File: config.mk
export PLATFORM = sky130hd
export DESIGN_NAME = rd_stream_adapter_flat
export DESIGN_NICKNAME = d
export VERILOG_FILES = /design/src/rtl/rd_stream_if.sv /design/src/rtl/rd_stream_adapter.sv /design/src/flat_wrapper.sv
export SDC_FILE = /design/constraint.sdc
export NUM_CORES = 1
export LEC_CHECK = 0
export CAP_MARGIN = 20
export CORE_MARGIN = 2
export CORE_UTILIZATION = 35
export DETAILED_ROUTE_END_ITERATION = 12
export DONT_BUFFER_PORTS = 1
export SYNTH_ARGS = -nofsm -noshare
export SYNTH_HDL_FRONTEND = slang
export SYNTH_SLANG_ARGS = --single-unit
File: constraint.sdc
create_clock -name rclk -period 2.47 [get_ports rclk]
set_input_delay 0.247 -clock rclk [delete_from_list [all_inputs] [get_ports rclk]]
set_output_delay 0.247 -clock rclk [all_outputs]
set_load 0.03 [all_outputs]
File: src/rtl/rd_stream_if.sv
// rd_stream_if: FIFO read-port and valid/ready stream signals of the read-side adapter.
interface rd_stream_if #(parameter int DATA_SIZE = 8);
    logic                 rempty;
    logic [DATA_SIZE-1:0] rdata;
    logic                 rinc;
    logic                 m_valid;
    logic                 m_ready;
    logic [DATA_SIZE-1:0] m_data;
    modport master (input rempty, rdata, m_ready, output rinc, m_valid, m_data);
    modport slave  (output rempty, rdata, m_ready, input rinc, m_valid, m_data);
endinterface

File: src/rtl/rd_stream_adapter.sv
// rd_stream_adapter: 2-entry skid buffer turning a FIFO read port into a registered valid/ready stream.
// Defining RD_STREAM_STATS_EN adds xfer_cnt/stall_cnt statistics with a stat_clr input.
module rd_stream_adapter #(
    parameter int DATA_SIZE = 8
) (
    input  logic        rclk,
    input  logic        rrst_n,
    input  logic        flush,
`ifdef RD_STREAM_STATS_EN
    input  logic        stat_clr,
    output logic [15:0] xfer_cnt,
    output logic [15:0] stall_cnt,
`endif
    rd_stream_if.master bus
);
    typedef enum logic [1:0] {EMPTY, ONE, FULL} state_t;
    state_t state, state_nxt;
    logic [DATA_SIZE-1:0] buf0, buf1, buf0_nxt, buf1_nxt;
    logic pop, rinc;
    assign bus.m_valid = state != EMPTY;
    assign bus.m_data  = buf0;
    assign pop  = bus.m_valid & bus.m_ready;
    // Gated by reset so the read pointer cannot advance while the adapter is held in reset.
    assign rinc = rrst_n & ~bus.rempty & ~flush & (state != FULL | pop);
    assign bus.rinc = rinc;
    always_ff @(posedge rclk or negedge rrst_n) begin
        if (!rrst_n) begin
            state <= EMPTY;
            buf0  <= '0;
            buf1  <= '0;
        end else begin
            state <= state_nxt;
            buf0  <= buf0_nxt;
            buf1  <= buf1_nxt;
        end
    end
    always_comb begin
        state_nxt = state;
        buf0_nxt  = buf0;
        buf1_nxt  = buf1;
        if (flush) begin
            state_nxt = EMPTY;
        end else begin
            unique case (state)
                EMPTY: if (rinc) begin
                    buf0_nxt  = bus.rdata;
                    state_nxt = ONE;
                end
                ONE: begin
                    buf0_nxt  = rinc & pop ? bus.rdata : buf0;
                    buf1_nxt  = rinc & ~pop ? bus.rdata : buf1;
                    state_nxt = rinc & ~pop ? FULL : pop & ~rinc ? EMPTY : ONE;
                end
                FULL: if (pop) begin
                    buf0_nxt  = buf1;
                    buf1_nxt  = rinc ? bus.rdata : buf1;
                    state_nxt = rinc ? FULL : ONE;
                end
                default: state_nxt = EMPTY;
            endcase
        end
    end
`ifdef RD_STREAM_STATS_EN
    always_ff @(posedge rclk or negedge rrst_n) begin
        if (!rrst_n) begin
            xfer_cnt  <= '0;
            stall_cnt <= '0;
        end else if (stat_clr) begin
            xfer_cnt  <= '0;
            stall_cnt <= '0;
        end else begin
            xfer_cnt  <= xfer_cnt + 16'(pop);
            stall_cnt <= (bus.m_valid & ~bus.m_ready & stall_cnt != 16'hFFFF) ? stall_cnt + 16'd1 : stall_cnt;
        end
    end
`endif
endmodule

File: src/flat_wrapper.sv
// flat-port wrapper written by rule: the top's interface ports become plain ports
module rd_stream_adapter_flat 
#(
    parameter int DATA_SIZE = 8
)
  (rclk, rrst_n, flush, bus_rempty, bus_rdata, bus_m_ready, bus_rinc, bus_m_valid, bus_m_data);
  rd_stream_if #(.DATA_SIZE(DATA_SIZE)) bus_i ();
  input  logic rclk;
  input  logic rrst_n;
  input  logic flush;
  input wire logic [$bits(bus_i.rempty)-1:0] bus_rempty;
  input wire logic [$bits(bus_i.rdata)-1:0] bus_rdata;
  input wire logic [$bits(bus_i.m_ready)-1:0] bus_m_ready;
  output wire logic [$bits(bus_i.rinc)-1:0] bus_rinc;
  output wire logic [$bits(bus_i.m_valid)-1:0] bus_m_valid;
  output wire logic [$bits(bus_i.m_data)-1:0] bus_m_data;
  assign bus_i.rempty = bus_rempty;
  assign bus_i.rdata = bus_rdata;
  assign bus_i.m_ready = bus_m_ready;
  assign bus_rinc = bus_i.rinc;
  assign bus_m_valid = bus_i.m_valid;
  assign bus_m_data = bus_i.m_data;
  rd_stream_adapter #(.DATA_SIZE(DATA_SIZE)) u_core (.rclk(rclk), .rrst_n(rrst_n), .flush(flush), .bus(bus_i));
endmodule
==> flow_metrics.env, run 1 <==
export IMPL_dpl_hpwl_um=1310
export IMPL_drive_gt1_frac=0.438
export IMPL_synth_adder_area_share=0.0504
export IMPL_drt_wl_total_um=1790
export IMPL_critPathLaunchType="register"
export IMPL_fin_nets=98
export IMPL_hold_class="in -> reg"
export IMPL_die_w_um=57.2
export IMPL_placementRows=19
export IMPL_remaining_drc_errors=0
export IMPL_worstPathRequired_ps=2220
export IMPL_hold_viol=0
export IMPL_synth_compound_area_frac=0.0832
export IMPL_syn_nets=92
export IMPL_cts_sinks=18
export IMPL_synth_top_cell_by_area="dfrtp_1"
export IMPL_cts_root_buffer="clkbuf_4"
export IMPL_cts_resized=0
export IMPL_wire_per_inst_um=16.1
export IMPL_synth_seq_cells=18
export IMPL_drtIter0Drc=16
export IMPL_grt_max_degree=19
export IMPL_die_h_um=57.2
export IMPL_viasPerCell=5.23
export IMPL_synth_top_family_by_area="multiplexers"
export IMPL_area_growth_pct=8.70
export IMPL_slew_headroom=0.483
export IMPL_powerDensity_nw_per_um2=1120
export IMPL_worstPathMaxFanout=5
export IMPL_fin_area_um2=1080
export IMPL_start_util=0.363
export IMPL_worstPathArrival_ps=1840
export IMPL_dieArea_um2=3280
export IMPL_cts_tree="built"
export IMPL_min_period_over_period=0.846
export IMPL_cts_clk_slew_worst_paths_ps=90
export IMPL_insertion_delay_ps=300
export IMPL_core_area_um2=2730
export IMPL_n_fill_cell=262
export IMPL_cts_buffer_depth=2
export IMPL_irDropWorstVdd_mv=0.605
export IMPL_cp_end_kind="output pin"
export IMPL_synth_edf_count=0
export IMPL_max_freq_mhz=478
export IMPL_critical_path_class="reg -> out"
export IMPL_diodes=0
export IMPL_finalSetupViolCount=0
export IMPL_grt_pass1_vias=623
export IMPL_placed_area_um2=1020
export IMPL_synth_xor_area_frac=0
export IMPL_rsz0062_at_grt="false"
export IMPL_tns_ps=0
export IMPL_yosys_top_cells_count="mux2_2 (22), dfrtp_1 (18), inv_1 (5)"
export IMPL_syn_instance_count=75
export IMPL_synthMuxAreaShare=0.290
export IMPL_syn_area_um2=992
export IMPL_grt_ovfl_total=0
export IMPL_ant_nets=0
export IMPL_antenna_found_initial=0
export IMPL_synth_simple_gate_area_frac=0.0870
export IMPL_place_congestion=0.823
export IMPL_synth_most_common_cell="mux2_2"
export IMPL_synth_area_per_cell_um2=13.2
export IMPL_p_leak_nw=0.471
export IMPL_port_buffers=0
export IMPL_async_flop_share=1.00
export IMPL_ys_warnings_count=0
export IMPL_yosysSeqAreaShare=0.454
export IMPL_period_minus_slack_ps=2090
export IMPL_worstMarginPinSlew_ps=773
export IMPL_slew_viol_final=0
export IMPL_status="completed"
export IMPL_synth_top_cell_area_share=0.454
export IMPL_cts_buffers=3
export IMPL_p_total_mw=1.21
export IMPL_skew_ps=2.28
export IMPL_synth_main_ff_cell="dfrtp_1"
export IMPL_grt_pass1_wl_um=3030
export IMPL_first_pass_iters=2
export IMPL_ys_types=25
export IMPL_synth_area_top_cells="dfrtp_1 (45%), mux2_2 (25%), ha_1 (5.0%)"
export IMPL_drv_cap=0
export IMPL_gr_usage_all_layers=0.128
export IMPL_htreeDepth=1
export IMPL_vias=581
export IMPL_boundaryPins=23
## layer usage
layer  global-route usage  part of all wire  vias up
met5                    0                 0        -
met4               0.0698             0.025        0
met3               0.0862              0.13        5
met2                0.199              0.45       20
met1                0.131              0.40      279
li1                     -                 -      277
## per-stage QoR
step	utilization	std cells	hold slack, ps	setup WS, ps
after CTS	0.395	111	41.1	354
final	0.395	111	52.8	380
after detailed placement	0.374	105	-48.2	470
after floorplan	-	75	-48.6	694
after global routing	0.395	111	46.1	257
after global placement	0.374	105	-48.0	530
## critical path: stages, from the launching register on
cell	delay, ps
dfrtp_1	380
inv_1	80
ha_1	260
nand2b_1	240
a21oi_1	580
## power breakdown
part | internal, mW | switching [mW] | total [mW]
Sequential | 0.434 | 0.217 | 0.651
Clock | 0.0900 | 0.0887 | 0.179
Combinational | 0.214 | 0.168 | 0.382
Total | 0.738 | 0.474 | 1.21
## sequential cells by signal, indices dropped and copies added (netlist names)
name and count:
u_core.buf1 8, u_core.state 2, u_core.bus.m_data 8
## logic make-up (layout without fill, tap and decap cells)
kind of cell,after synthesis,after routing
adder cells (fa/ha/maj),4,4
AO/OA/AOI/OAI,9,9
buffers and inverters,7,12
flip-flops,18,18
multiplexers,25,25
AND/OR/NAND/NOR,12,12
## path summary, 6_finish.rpt
check,cells after the start,to,from,slack [ps]
worst min-delay path,1,u_core.state[0],flush,50
worst max-delay path,4,bus_rinc,u_core.state[0],380
min in group asynchronous,1,u_core.bus.m_data[7],rrst_n,460
worst min register to register,1,u_core.buf1[7],u_core.buf1[7],510
worst max register to register,6,u_core.buf1[1],u_core.state[0],480
max in group asynchronous,1,u_core.bus.m_data[6],rrst_n,1530
## area by class of cell
cell class,instances,area (um^2),share of cell area
flip-flops and latches,18,450,0.418
clock buffers,4,36.3,0.0336
well taps,31,38.8,0.0360
inverters,5,18.8,0.0174
repair buffers,3,27.5,0.0255
multi-input cells,50,507,0.470
## cell usage in the layout, fill, tap and decap left out, drive strengths merged, types with 2 or more instances in the layout
cell type,n
dlygate4sd3,2
o21ai,2
clkbuf,4
inv,5
nand2,2
ha,4
nor2,2
and2b,2
mux2,24
dfrtp,18
## what timing repair did
action	in CTS	in global routing
endpoints found under the hold margin	19	0
hold buffers	2	0
setup buffers	0	0
setup endpoints to repair	0	0
Power figures use the tool's default switching activity.
==> run 2, diff against run 1 <==
==> constraint.sdc (replaced) <==
create_clock -name rclk -period 2.1 [get_ports rclk]
set_input_delay 0.21 -clock rclk [delete_from_list [all_inputs] [get_ports rclk]]
set_output_delay 0.21 -clock rclk [all_outputs]
set_load 0.03 [all_outputs]
==> run 2 against run 1 <==
Global-route usage decreased by 0.32 points. Final area is 1.5% higher. Sequential power rose by 18%. Setup slack worse by 220 ps. Via count increased by 1.9%. Critical path depth grew 2. Final cell count up 2.7%. Hold slack worse by 26 ps. Combinational power rose by 21%. Utilization increased by 0.59 points. Critical path type is now reg -> reg. Largest cell class unchanged.
==> flow_metrics.env, run 2 (synthesis gave the netlist of run 1 again) <==
export IMPL_remaining_drc_errors=0
export IMPL_dpl_hpwl_um=1360
export IMPL_status="completed"
export IMPL_r2r_start="u_core.state[1]"
export IMPL_wire_per_inst_um=16.1
export IMPL_cts_root_buffer="clkbuf_4"
export IMPL_insertion_delay_ps=290
export IMPL_antenna_found_initial=0
export IMPL_cts_hold_buffers=2
export IMPL_layout_setup_ws_ps=156
export IMPL_placed_area_um2=1050
export IMPL_skew_ps=6.96
export IMPL_worstPathMaxFanout=8
export IMPL_htreeDepth=1
export IMPL_dieArea_um2=3280
export IMPL_hold_class="in -> reg"
export IMPL_grt_pass1_vias=674
export IMPL_die_h_um=57.2
export IMPL_max_freq_mhz=514
export IMPL_drive_gt1_frac=0.458
export IMPL_worstPathRequired_ps=2280
export IMPL_grt_pass1_wl_um=3110
export IMPL_viasPerCell=5.19
export IMPL_cts_tree="built"
export IMPL_place_inst=109
export IMPL_worstMarginPinSlew_ps=809
export IMPL_reg2regPathDepth=6
export IMPL_rsz0062_at_grt="false"
export IMPL_hold_start="flush"
export IMPL_dp_slack_ps=145
export IMPL_finalSetupViolCount=0
export IMPL_core_area_um2=2730
export IMPL_slew_headroom=0.459
export IMPL_fin_area_um2=1090
export IMPL_powerDensity_nw_per_um2=1270
export IMPL_n_fill_cell=262
export IMPL_vias=592
export IMPL_min_period_over_period=0.926
export IMPL_critical_path_class="reg -> reg"
export IMPL_drt_wl_total_um=1830
export IMPL_area_growth_pct=10.3
export IMPL_boundaryPins=23
export IMPL_diodes=0
export IMPL_slew_viol_final=0
export IMPL_cts_resized=0
export IMPL_cts_sinks=18
export IMPL_placementRows=19
export IMPL_drtIter0Drc=8
export IMPL_startpoint="u_core.state[1]"
export IMPL_drv_cap=0
export IMPL_worstPathArrival_ps=2120
export IMPL_finalNonFillerCells=114
export IMPL_tns_ps=0
export IMPL_port_buffers=0
export IMPL_p_leak_nw=0.485
export IMPL_cts_setup_buffers=0
export IMPL_start_util=0.363
export IMPL_fin_nets=102
export IMPL_period_minus_slack_ps=1940
export IMPL_first_pass_iters=4
export IMPL_cts_buffers=3
export IMPL_ant_nets=0
export IMPL_cts_buffer_depth=2
export IMPL_cts_clk_slew_worst_paths_ps=90
export IMPL_grt_ovfl_total=0
export IMPL_rrSetupSlack_ps=160
export IMPL_critPathLaunchType="register"
export IMPL_gr_usage_all_layers=0.125
export IMPL_final_common_cell="mux2_2"
export IMPL_place_congestion=0.807
export IMPL_mostFrequentLayoutCells="mux2_2 (22), dfrtp_1 (18), inv_1 (5), buf_4 (5), ha_1 (4)"
export IMPL_critPathCapture="u_core.bus.m_data[5]"
export IMPL_irDropWorstVdd_mv=0.754
export IMPL_die_w_um=57.2
export IMPL_grt_max_degree=19
export IMPL_r2r_end="u_core.bus.m_data[5]"
export IMPL_hold_viol=0
export IMPL_cp_end_kind="register"
## run 2: cell count changes in the layout (fill, tap and decap cells not counted), sizes merged
cell,before,now
clkbuf,4,3
buf,1,5
## run 2: power breakdown
group          switching (mW)  leakage (nW)  internal (mW)  total [mW]
sequential              0.258         0.217          0.511       0.770
combinational           0.197         0.255          0.266       0.463
clock                  0.0944        0.0138         0.0666       0.161
## run 2: stage by stage
step | power, mW | hold WS [ps] | util
finish | 1.39 | 27.2 | 0.400
global route | 1.49 | 27.0 | 0.400
CTS | 1.42 | 17.1 | 0.400
detailed placement | 1.24 | -85.1 | 0.385
global placement | 1.22 | -85.0 | 0.385
floorplan | 1.14 | -85.6 | -
## run 2: how the worst min path moves through the flow
stage	end	depth (start not counted)
2_1_floorplan	u_core.buf1[0]	0
3_3_place_gp	u_core.buf1[7]	0
3_5_place_dp	u_core.bus.m_data[7]	0
4_1_cts	u_core.state[0]	1
5_1_grt	u_core.state[0]	1
6_report	u_core.state[0]	1
## run 2: layout make-up
| cell class | count | area (um^2) | area share |
|---|---|---|---|
| multi-input combinational | 50 | 507 | 0.463 |
| timing repair buffer | 7 | 57.6 | 0.0526 |
| inverter | 5 | 18.8 | 0.0171 |
| sequential | 18 | 450 | 0.411 |
| tap | 31 | 38.8 | 0.0354 |
| clock buffer | 3 | 22.5 | 0.0206 |
## run 2: layer usage
| metal | track usage | share of wire | vias up |
|---|---|---|---|
| li1 | - | - | 285 |
| met1 | 0.153 | 0.41 | 287 |
| met2 | 0.207 | 0.49 | 20 |
| met3 | 0.0658 | 0.099 | 0 |
| met4 | 0.00997 | 0 | 0 |
| met5 | 0 | 0 | - |
## run 2: worst max-delay path: stages, from the launching register on
cell,delay [ps]
dfrtp_1,390
inv_1,90
ha_1,240
nand2b_1,250
o21ai_0,340
nand3_4,190
mux2_4,330
